## src/rtl/axi4s_if.sv

```systemverilog
// AXI4-Stream bundle carrying tvalid/tready/tdata/tlast between a master and a slave.
interface axi4s_if #(
  parameter int DATA_WIDTH = 32
);
  logic                  tvalid;
  logic                  tready;
  logic                  tlast;
  logic [DATA_WIDTH-1:0] tdata;

  modport master (output tvalid, output tdata, output tlast, input tready);
  modport slave  (input tvalid, input tdata, input tlast, output tready);
endinterface

```

## src/rtl/data_source.sv

```systemverilog
// AXI4-Stream burst generator: on START it emits LENGTH patterned beats, optional
// idle gaps between handshakes, tlast on the final beat and a DONE pulse.
module data_source #(
  parameter int DATA_WIDTH = 32,
  parameter int LEN_WIDTH  = 16,
  parameter int GAP_WIDTH  = 4
) (
  input  logic                  ACLK,
  input  logic                  ARESETN,
  input  logic                  START,
  input  logic [1:0]            MODE,
  input  logic [DATA_WIDTH-1:0] SEED,
  input  logic [LEN_WIDTH-1:0]  LENGTH,
  input  logic [GAP_WIDTH-1:0]  GAP,
  output logic                  BUSY,
  output logic                  DONE,
  output logic [LEN_WIDTH-1:0]  BEAT_COUNT,
  axi4s_if.master               AXIS_PORT
);

  typedef enum logic [1:0] {
    S_IDLE     = 2'd0,
    S_SEND     = 2'd1,
    S_GAP_WAIT = 2'd2
  } state_t;

  localparam logic [LEN_WIDTH-1:0]  LEN_ONE  = 1;
  localparam logic [GAP_WIDTH-1:0]  GAP_ONE  = 1;
  localparam logic [DATA_WIDTH-1:0] DATA_ONE = 1;

  state_t                r_state;
  state_t                w_state_nxt;
  logic                  r_tvalid, w_tvalid_nxt;
  logic                  r_tlast,  w_tlast_nxt;
  logic [DATA_WIDTH-1:0] r_tdata,  w_tdata_nxt;
  logic                  r_busy,   w_busy_nxt;
  logic                  r_done,   w_done_nxt;
  logic [LEN_WIDTH-1:0]  r_beat_cnt, w_beat_cnt_nxt;
  logic [GAP_WIDTH-1:0]  r_gap_cnt,  w_gap_cnt_nxt;

  logic [1:0]            r_mode, w_mode_nxt;
  logic [LEN_WIDTH-1:0]  r_len,  w_len_nxt;
  logic [GAP_WIDTH-1:0]  r_gap,  w_gap_nxt;

  logic                  w_hs;
  logic [LEN_WIDTH-1:0]  w_cnt_inc;
  logic [LEN_WIDTH-1:0]  w_len_m1;

  function automatic logic [DATA_WIDTH-1:0] f_next_beat(
    input logic [1:0]            mode,
    input logic [DATA_WIDTH-1:0] d
  );
    logic [DATA_WIDTH-1:0] res;
    case (mode)
      2'd0:    res = d + DATA_ONE;
      2'd1:    res = d;
      2'd2:    res = {d[DATA_WIDTH-2:0], d[DATA_WIDTH-1]};
      default: res = ~d;
    endcase
    return res;
  endfunction

  assign w_hs      = r_tvalid & AXIS_PORT.tready;
  assign w_cnt_inc = r_beat_cnt + LEN_ONE;
  assign w_len_m1  = r_len - LEN_ONE;

  always_comb begin
    w_state_nxt    = r_state;
    w_tvalid_nxt   = r_tvalid;
    w_tlast_nxt    = r_tlast;
    w_tdata_nxt    = r_tdata;
    w_busy_nxt     = r_busy;
    w_done_nxt     = 1'b0;
    w_beat_cnt_nxt = r_beat_cnt;
    w_gap_cnt_nxt  = r_gap_cnt;
    w_mode_nxt     = r_mode;
    w_len_nxt      = r_len;
    w_gap_nxt      = r_gap;

    case (r_state)
      S_IDLE: begin
        if (START) begin
          w_mode_nxt     = MODE;
          w_len_nxt      = LENGTH;
          w_gap_nxt      = GAP;
          w_beat_cnt_nxt = '0;
          if (LENGTH == '0) begin
            w_done_nxt = 1'b1;
          end else begin
            w_state_nxt  = S_SEND;
            w_tvalid_nxt = 1'b1;
            w_tdata_nxt  = SEED;
            w_tlast_nxt  = (LENGTH == LEN_ONE);
            w_busy_nxt   = 1'b1;
          end
        end
      end

      S_SEND: begin
        if (w_hs) begin
          w_beat_cnt_nxt = w_cnt_inc;
          w_tdata_nxt    = f_next_beat(r_mode, r_tdata);
          if (r_tlast) begin
            w_state_nxt  = S_IDLE;
            w_tvalid_nxt = 1'b0;
            w_tlast_nxt  = 1'b0;
            w_busy_nxt   = 1'b0;
            w_done_nxt   = 1'b1;
          end else begin
            // tlast for the next beat is resolved now so it is ready when tvalid rises.
            w_tlast_nxt = (w_cnt_inc == w_len_m1);
            if (r_gap == '0) begin
              w_tvalid_nxt = 1'b1;
            end else begin
              w_state_nxt   = S_GAP_WAIT;
              w_tvalid_nxt  = 1'b0;
              w_gap_cnt_nxt = r_gap;
            end
          end
        end
      end

      S_GAP_WAIT: begin
        if (r_gap_cnt == GAP_ONE) begin
          w_state_nxt  = S_SEND;
          w_tvalid_nxt = 1'b1;
        end else begin
          w_gap_cnt_nxt = r_gap_cnt - GAP_ONE;
        end
      end

      default: begin
        w_state_nxt  = S_IDLE;
        w_tvalid_nxt = 1'b0;
        w_tlast_nxt  = 1'b0;
        w_busy_nxt   = 1'b0;
      end
    endcase
  end

  always_ff @(posedge ACLK) begin
    if (!ARESETN) begin
      r_state    <= S_IDLE;
      r_tvalid   <= 1'b0;
      r_tlast    <= 1'b0;
      r_tdata    <= '0;
      r_busy     <= 1'b0;
      r_done     <= 1'b0;
      r_beat_cnt <= '0;
      r_gap_cnt  <= '0;
    end else begin
      r_state    <= w_state_nxt;
      r_tvalid   <= w_tvalid_nxt;
      r_tlast    <= w_tlast_nxt;
      r_tdata    <= w_tdata_nxt;
      r_busy     <= w_busy_nxt;
      r_done     <= w_done_nxt;
      r_beat_cnt <= w_beat_cnt_nxt;
      r_gap_cnt  <= w_gap_cnt_nxt;
    end
  end

  // Latched transfer configuration is only consulted while BUSY, so it needs no reset.
  always_ff @(posedge ACLK) begin
    r_mode <= w_mode_nxt;
    r_len  <= w_len_nxt;
    r_gap  <= w_gap_nxt;
  end

  assign AXIS_PORT.tvalid = r_tvalid;
  assign AXIS_PORT.tlast  = r_tlast;
  assign AXIS_PORT.tdata  = r_tdata;
  assign BUSY             = r_busy;
  assign DONE             = r_done;
  assign BEAT_COUNT       = r_beat_cnt;

endmodule
```

## src/flat_wrapper.sv

```systemverilog
// flat-port wrapper written by rule: the top's interface ports become plain ports
module data_source_flat 
#(
  parameter int DATA_WIDTH = 32,
  parameter int LEN_WIDTH  = 16,
  parameter int GAP_WIDTH  = 4
)
  (ACLK, ARESETN, START, MODE, SEED, LENGTH, GAP, BUSY, DONE, BEAT_COUNT, AXIS_PORT_tvalid, AXIS_PORT_tdata, AXIS_PORT_tlast, AXIS_PORT_tready);
  axi4s_if #(.DATA_WIDTH(DATA_WIDTH)) AXIS_PORT_i ();
  input  logic ACLK;
  input  logic ARESETN;
  input  logic START;
  input  logic [1:0] MODE;
  input  logic [DATA_WIDTH-1:0] SEED;
  input  logic [LEN_WIDTH-1:0] LENGTH;
  input  logic [GAP_WIDTH-1:0] GAP;
  output logic BUSY;
  output logic DONE;
  output logic [LEN_WIDTH-1:0] BEAT_COUNT;
  output wire logic [$bits(AXIS_PORT_i.tvalid)-1:0] AXIS_PORT_tvalid;
  output wire logic [$bits(AXIS_PORT_i.tdata)-1:0] AXIS_PORT_tdata;
  output wire logic [$bits(AXIS_PORT_i.tlast)-1:0] AXIS_PORT_tlast;
  input wire logic [$bits(AXIS_PORT_i.tready)-1:0] AXIS_PORT_tready;
  assign AXIS_PORT_tvalid = AXIS_PORT_i.tvalid;
  assign AXIS_PORT_tdata = AXIS_PORT_i.tdata;
  assign AXIS_PORT_tlast = AXIS_PORT_i.tlast;
  assign AXIS_PORT_i.tready = AXIS_PORT_tready;
  data_source #(.DATA_WIDTH(DATA_WIDTH), .LEN_WIDTH(LEN_WIDTH), .GAP_WIDTH(GAP_WIDTH)) u_core (.ACLK(ACLK), .ARESETN(ARESETN), .START(START), .MODE(MODE), .SEED(SEED), .LENGTH(LENGTH), .GAP(GAP), .BUSY(BUSY), .DONE(DONE), .BEAT_COUNT(BEAT_COUNT), .AXIS_PORT(AXIS_PORT_i));
endmodule
```

## config.mk

```make
export PLATFORM = sky130hd
export DESIGN_NAME = data_source_flat
export DESIGN_NICKNAME = d
export VERILOG_FILES = /design/src/rtl/axi4s_if.sv /design/src/rtl/data_source.sv /design/src/flat_wrapper.sv
export SDC_FILE = /design/constraint.sdc
export NUM_CORES = 1
export LEC_CHECK = 0
export BUFFER_PORTS_ARGS = -buffer_cell sky130_fd_sc_hd__buf_2
export CAP_MARGIN = 15
export CORE_ASPECT_RATIO = 0.5
export CORE_MARGIN = 4
export CORE_UTILIZATION = 40
export CTS_CLUSTER_SIZE = 14
export DETAILED_ROUTE_END_ITERATION = 7
export GPL_ROUTABILITY_DRIVEN = 0
export PLACE_DENSITY = 0.73
export SKIP_CTS_REPAIR_TIMING = 1
export SLEW_MARGIN = 20
export SYNTH_ARGS = -nofsm -noshare
export SYNTH_HDL_FRONTEND = slang
export SYNTH_SLANG_ARGS = --single-unit
```

## constraint.sdc

```tcl
create_clock -name ACLK -period 2.1 [get_ports ACLK]
set_input_delay 0.21 -clock ACLK [delete_from_list [all_inputs] [get_ports ACLK]]
set_output_delay 0.21 -clock ACLK [all_outputs]
set_load 0.05 [all_outputs]
```

# After elaboration in Yosys (flattened, before gate mapping)
# Index checks and enable logic that the tools add are counted.
dict set report classes {
  addsub 4
  n_mul 0
  n_div 0
  order_cmp 0
  eq_ne 17
  shift 0
  muxes 40
  bitwise 3
  n_reduce_logical 14
}
# op count
set op_table {}
lappend op_table {{$mux 32} 3}
lappend op_table {{$pmux 32 s3} 1}
lappend op_table {{$pmux 32 s2} 1}
lappend op_table {{$add 32x1->32 const B} 1}
lappend op_table {{$mux 16} 2}
lappend op_table {{$not 32->32} 1}
lappend op_table {{$pmux 16 s2} 1}
lappend op_table {{$reduce_and 5->1} 4}
lappend op_table {{$add 16x1->16 const B} 1}
lappend op_table {{$eq 16x1->1 const B} 1}
lappend op_table {{$eq 16x16->1} 1}
lappend op_table {{$logic_not 16->1} 1}
lappend op_table {{$mux 1} 16}
lappend op_table {{$mux 4} 4}
lappend op_table {{$sub 16x1->16 const B} 1}
lappend op_table {{$mux 2} 6}
lappend op_table {{$ne 2x2->1 const B} 6}
lappend op_table {{$pmux 1 s3} 3}
lappend op_table {{$pmux 4 s2} 1}
lappend op_table {{$reduce_and 4->1} 2}
lappend op_table {{$ne 2x1->1 const B} 3}
lappend op_table {{$pmux 2 s3} 1}
lappend op_table {{$eq 2x1->1 const B} 2}
lappend op_table {{$eq 2x2->1 const B} 2}
lappend op_table {{11 further kinds} 13}
dict set report totals {
  reg_bits 80
  latchBits 0
  ram_bits 0
  romBits 0
  wordCells 89
  memories 0
}

# Depth between registers and ports, before layout
dict set report logic_depth {
  depth_word 5
  mapped_depth 12
  ltp_nobuf 9
}

# Worst setup path before layout
# Ideal clock, no wire load.
dict set report synth_path {
  kind {flip-flop to flip-flop}
  startpoint {register u_core.r_tdata[7] (netlist: u_core.AXIS_PORT.tdata[7])}
  endpoint {register u_core.r_tdata[27] (netlist: u_core.AXIS_PORT.tdata[27])}
  t_arrival_ps 2501
  required_ps 2042
  path_slack_ps -459
  stages_incl_launch_ff 10
  path_buffers 2
  path_cell_list {dfxtp_1 -> buf_2 -> nand4_2 -> or3_1 -> buf_2 -> or3_4 -> nor3_2 -> o21bai_1 -> a311oi_1 -> o21a_1}
}
dict set report synth_between {
  elab_chain_cells 4
}
# element line_no
set synth_rtl {}
lappend synth_rtl {{start, declared} data_source.sv:35} ;# logic [DATA_WIDTH-1:0] r_tdata, w_tdata_nxt;
lappend synth_rtl {{start signal, assigned} data_source.sv:155} ;# r_tdata <= w_tdata_nxt;
lappend synth_rtl {{$add 32x1->32} data_source.sv:55} ;# 2'd0: res = d + DATA_ONE;
lappend synth_rtl {{$pmux 32 s3} data_source.sv:54} ;# case (mode)
lappend synth_rtl {{$mux 32} data_source.sv:100} ;# if (w_hs) begin
lappend synth_rtl {{$pmux 32 s2} data_source.sv:80} ;# case (r_state)
# Every way passes these cells. The select of a mux whose other input is x is not followed.
# A chain may end at the register's enable or synchronous reset.

# Final worst setup path
dict set report layout_path {
  startpoint {register u_core.r_len[8]}
  endpoint {register u_core.r_tlast (netlist: u_core.AXIS_PORT.tlast)}
}
dict set report layout_between {
  elab_chain_cells 5
}
# element line_no
set layout_rtl {}
lappend layout_rtl {{start, declared} data_source.sv:42} ;# logic [LEN_WIDTH-1:0] r_len, w_len_nxt;
lappend layout_rtl {{start signal, assigned} data_source.sv:166} ;# r_len <= w_len_nxt;
lappend layout_rtl {{$sub 16x1->16} data_source.sv:65} ;# assign w_len_m1 = r_len - LEN_ONE;
lappend layout_rtl {{$eq 16x16->1} data_source.sv:111} ;# w_tlast_nxt = (w_cnt_inc == w_len_m1);
lappend layout_rtl {{$mux 1} data_source.sv:103} ;# if (r_tlast) begin
lappend layout_rtl {{$mux 1} data_source.sv:100}
lappend layout_rtl {{$pmux 1 s3} data_source.sv:80}
lappend layout_rtl {{end signal, assigned} data_source.sv:154} ;# r_tlast <= w_tlast_nxt;
lappend layout_rtl {{end, declared} data_source.sv:34} ;# logic r_tlast, w_tlast_nxt;
# Every way passes these cells. The select of a mux whose other input is x is not followed.

==> impl_results.md <==
* Via count at slightly below 6k
* Hold Fails Final Rpt at 0
* CTS tree: built
* Worst-Skew Late Latency at 0.35 ns
* Die height at 89.78 um
* Pwr Total at 10.75 mW
* Antenna cells at 0
* Die W at 171.6 um
* Post-Route WL at 17,660 um
* Mapped cell area at 5350 um2
* # DRC at 0
* NumNets Final at 922
* Clock slew at reported path FFs at 0.07 ns
* VDD IR max at 0.7725 mV
* Hpwl dp at approximately 13,000 um
* CTS max path bufs at 2
* Primary FF master, synth: dfxtp_1
* Initial Utilization at 0.4153
* Async SR Flop Fraction at 0
* Layout area overhead at 38.77%
* Mapped Cells at 680
* Max frequency at roughly 440 MHz
* Register area share after synthesis at 0.3405
* Num CTS Buffers at 9
* PortBufs at 109
* WHS at 0.03464 ns
* Final Skew at 0.008870 ns
* Post-synth EDFFs at 22
* Layout cells sized above 1 at 0.3674
* Synth Register Bits at 80
* Largest net degree at the start of global routing at 52
* Wire per inst at 17.14 um
* Status: finished with violations
* Pwr/cell area at about 1400 nW/um2
* GRT Overall Usage at 0.2233
* Final cell count without fillers at 1,030
* Critical Path Fanout Max at 3
* Post-DRT Antenna Nets at 0
* Crit. End Element: flop
* Final Worst Setup Slack at -0.1983 ns
* Slew headroom at 0.6920
* Pleak at around 3.0 nW
* Synth warnings at 0
* Syn_area_per_cell at around 7.9 um2
* Max Cap Viol at 0
* Startpoint Class: flop
* First-pass GRT wire length at 28,610 um
* 1st-pass router iterations at 5
* RSZ-0062 raised after global routing: yes
* Minimum clock period at between 2 and 2.5 ns
* Grt ovf at 0
* Violated checks: negative setup slack
* Syn Nets at ~750
* Vias in the first global route at 5,789
* Std cell rows at 29
* Crit Path Class: reg2reg
* Critical Path RT at 2.40 ns
* Final setup violation count at 1
* Routed vias/inst at 5.788
* Initial DRC Count at 433
* Tcrit/Tclk final at 1.094
* Clock sink count at 80
* Worst-Margin Slew at between 0.4 and 0.5 ns
* Root Driver: clkbuf_16
* HP Class: in2reg
* Arr. time, crit path at between 2 and 3 ns
* TNS Setup at -0.1983 ns
* Placed Cells at 1,002
* I/O pins at 110
* Core area at 12,880 um2
* Max-slew violation count at 0
* Number of H-tree levels at 3
* Die ar. at 15,400 um2
* Distinct cells, synth at 66
* Initial antenna violation count at 0
## final timing paths
check                          startpoint  slack, ns  depth (start not counted)                      end
setup reg to reg          u_core.r_len[8]      -0.20                          7   u_core.AXIS_PORT.tlast
setup / recovery          u_core.r_len[8]      -0.20                          7   u_core.AXIS_PORT.tlast
hold / removal                     GAP[3]       0.03                          1          u_core.r_gap[3]
hold reg to reg   u_core.AXIS_PORT.tvalid       0.48                          2  u_core.AXIS_PORT.tvalid
## sequential cells by signal (all words and copies together) (netlist names)
signal / cells
u_core.r_state: 2
u_core.BUSY: 1
u_core.AXIS_PORT.tdata: 32
u_core.r_mode: 2
u_core.r_gap_cnt: 4
u_core.BEAT_COUNT: 16
u_core.DONE: 1
u_core.AXIS_PORT.tvalid: 1
u_core.r_len: 16
u_core.r_gap: 4
u_core.AXIS_PORT.tlast: 1
## kinds of logic after synthesis
family / count (synthesis) / share of synthesized area
flip-flops: 80 / 0.3405
XOR/XNOR: 41 / 0.06712
buffers and inverters: 70 / 0.05028
multiplexers: 12 / 0.02269
adder cells (fa/ha/maj): 9 / 0.02105
AO/OA/AOI/OAI: 235 / 0.2722
AND/OR/NAND/NOR: 233 / 0.2261
## Yosys cell counts, types with 4 or more instances
library cell	n	area share
nand2_1	31	0.022
buf_2	5	0.0047
or3_1	11	0.013
or2_2	5	0.0058
a21oi_1	71	0.066
nand2b_1	7	0.0082
o22ai_1	8	0.0094
ha_1	9	0.021
a22oi_1	6	0.0084
nor2_1	72	0.051
o21ai_0	58	0.054
dfxtp_1	58	0.22
a21boi_0	5	0.0070
mux2i_1	11	0.021
clkbuf_1	41	0.029
nor2b_1	8	0.0094
nor4_1	12	0.014
nand3_1	19	0.018
xor2_1	12	0.020
a21o_1	5	0.0070
o211ai_1	9	0.013
nor3_1	20	0.019
o221ai_1	7	0.011
edfxtp_1	22	0.12
inv_1	17	0.012
and2_1	11	0.013
a31oi_1	18	0.021
buf_1	6	0.0042
a211oi_1	13	0.018
xnor2_1	29	0.047
a31o_2	4	0.0065
nand4_1	10	0.012
and3_1	7	0.0082
## where the power goes
part	switching, mW	total, mW	leakage [nW]	internal (mW)
clock network	0.677	1.72	0.159	1.04
registers	0.474	2.65	0.698	2.18
logic	3.87	6.38	2.11	2.51
## metal layers
layer	vias to the layer above	routed length (um)	track usage
met4	0	268	0.06526
met3	25	1215	0.05346
li1	2875	-	-
met2	220	8492	0.3602
met5	-	0	0
met1	2842	7680	0.2976
## cell usage in the layout (no fill, tap or decap), types with 7 or more instances in the layout
cell | netlist | final
nor2b_1 | 8 | 7
o22ai_1 | 8 | 8
dfxtp_2 | 0 | 17
edfxtp_1 | 22 | 22
and2_1 | 11 | 11
a31oi_1 | 18 | 18
mux2i_1 | 11 | 11
or3_4 | 2 | 7
dfxtp_4 | 0 | 10
xor2_1 | 12 | 12
nand3_1 | 19 | 18
o221ai_1 | 7 | 7
clkbuf_16 | 0 | 10
nor3_1 | 20 | 17
o21ai_0 | 58 | 56
inv_1 | 17 | 13
buf_2 | 5 | 109
xnor2_1 | 29 | 27
a21oi_1 | 71 | 69
nand2_1 | 31 | 31
or3_1 | 11 | 7
a211oi_1 | 13 | 13
o211ai_1 | 9 | 9
nand4_1 | 10 | 10
buf_4 | 0 | 100
nor2_1 | 72 | 70
dfxtp_1 | 58 | 31
## metrics by stage
step / cell area, um2 / util / worst slack [ns]
final: 7425 / 0.5764 / -0.1983
after global routing: 7425 / 0.5764 / -0.3080
after CTS: 7102 / 0.5513 / -0.2247
after detailed placement: 6780 / 0.5264 / -0.1998
after global placement: 6780 / 0.5264 / -0.1107
after floorplan: 5549 / - / -0.08107
## worst max-delay path: stages, from the launching register on
cell and delay, ns:
edfxtp_1 0.39, or4_4 0.54, or3_4 0.38, nor4_4 0.27
xnor2_2 0.16, xnor2_1 0.10, nor4_2 0.25, a21o_1 0.15
## final cells by class
| class | count | area (um2) |
|---|---|---|
| fill | 1169 | 5456 |
| multi-input combinational | 530 | 3516 |
| sequential | 80 | 1881 |
| timing repair buffer | 216 | 1415 |
| clock buffer | 9 | 225.2 |
| tap | 170 | 212.7 |
| clock inverter | 7 | 96.34 |
| inverter | 18 | 78.83 |
No activity file was read; power rests on OpenSTA's default activity.
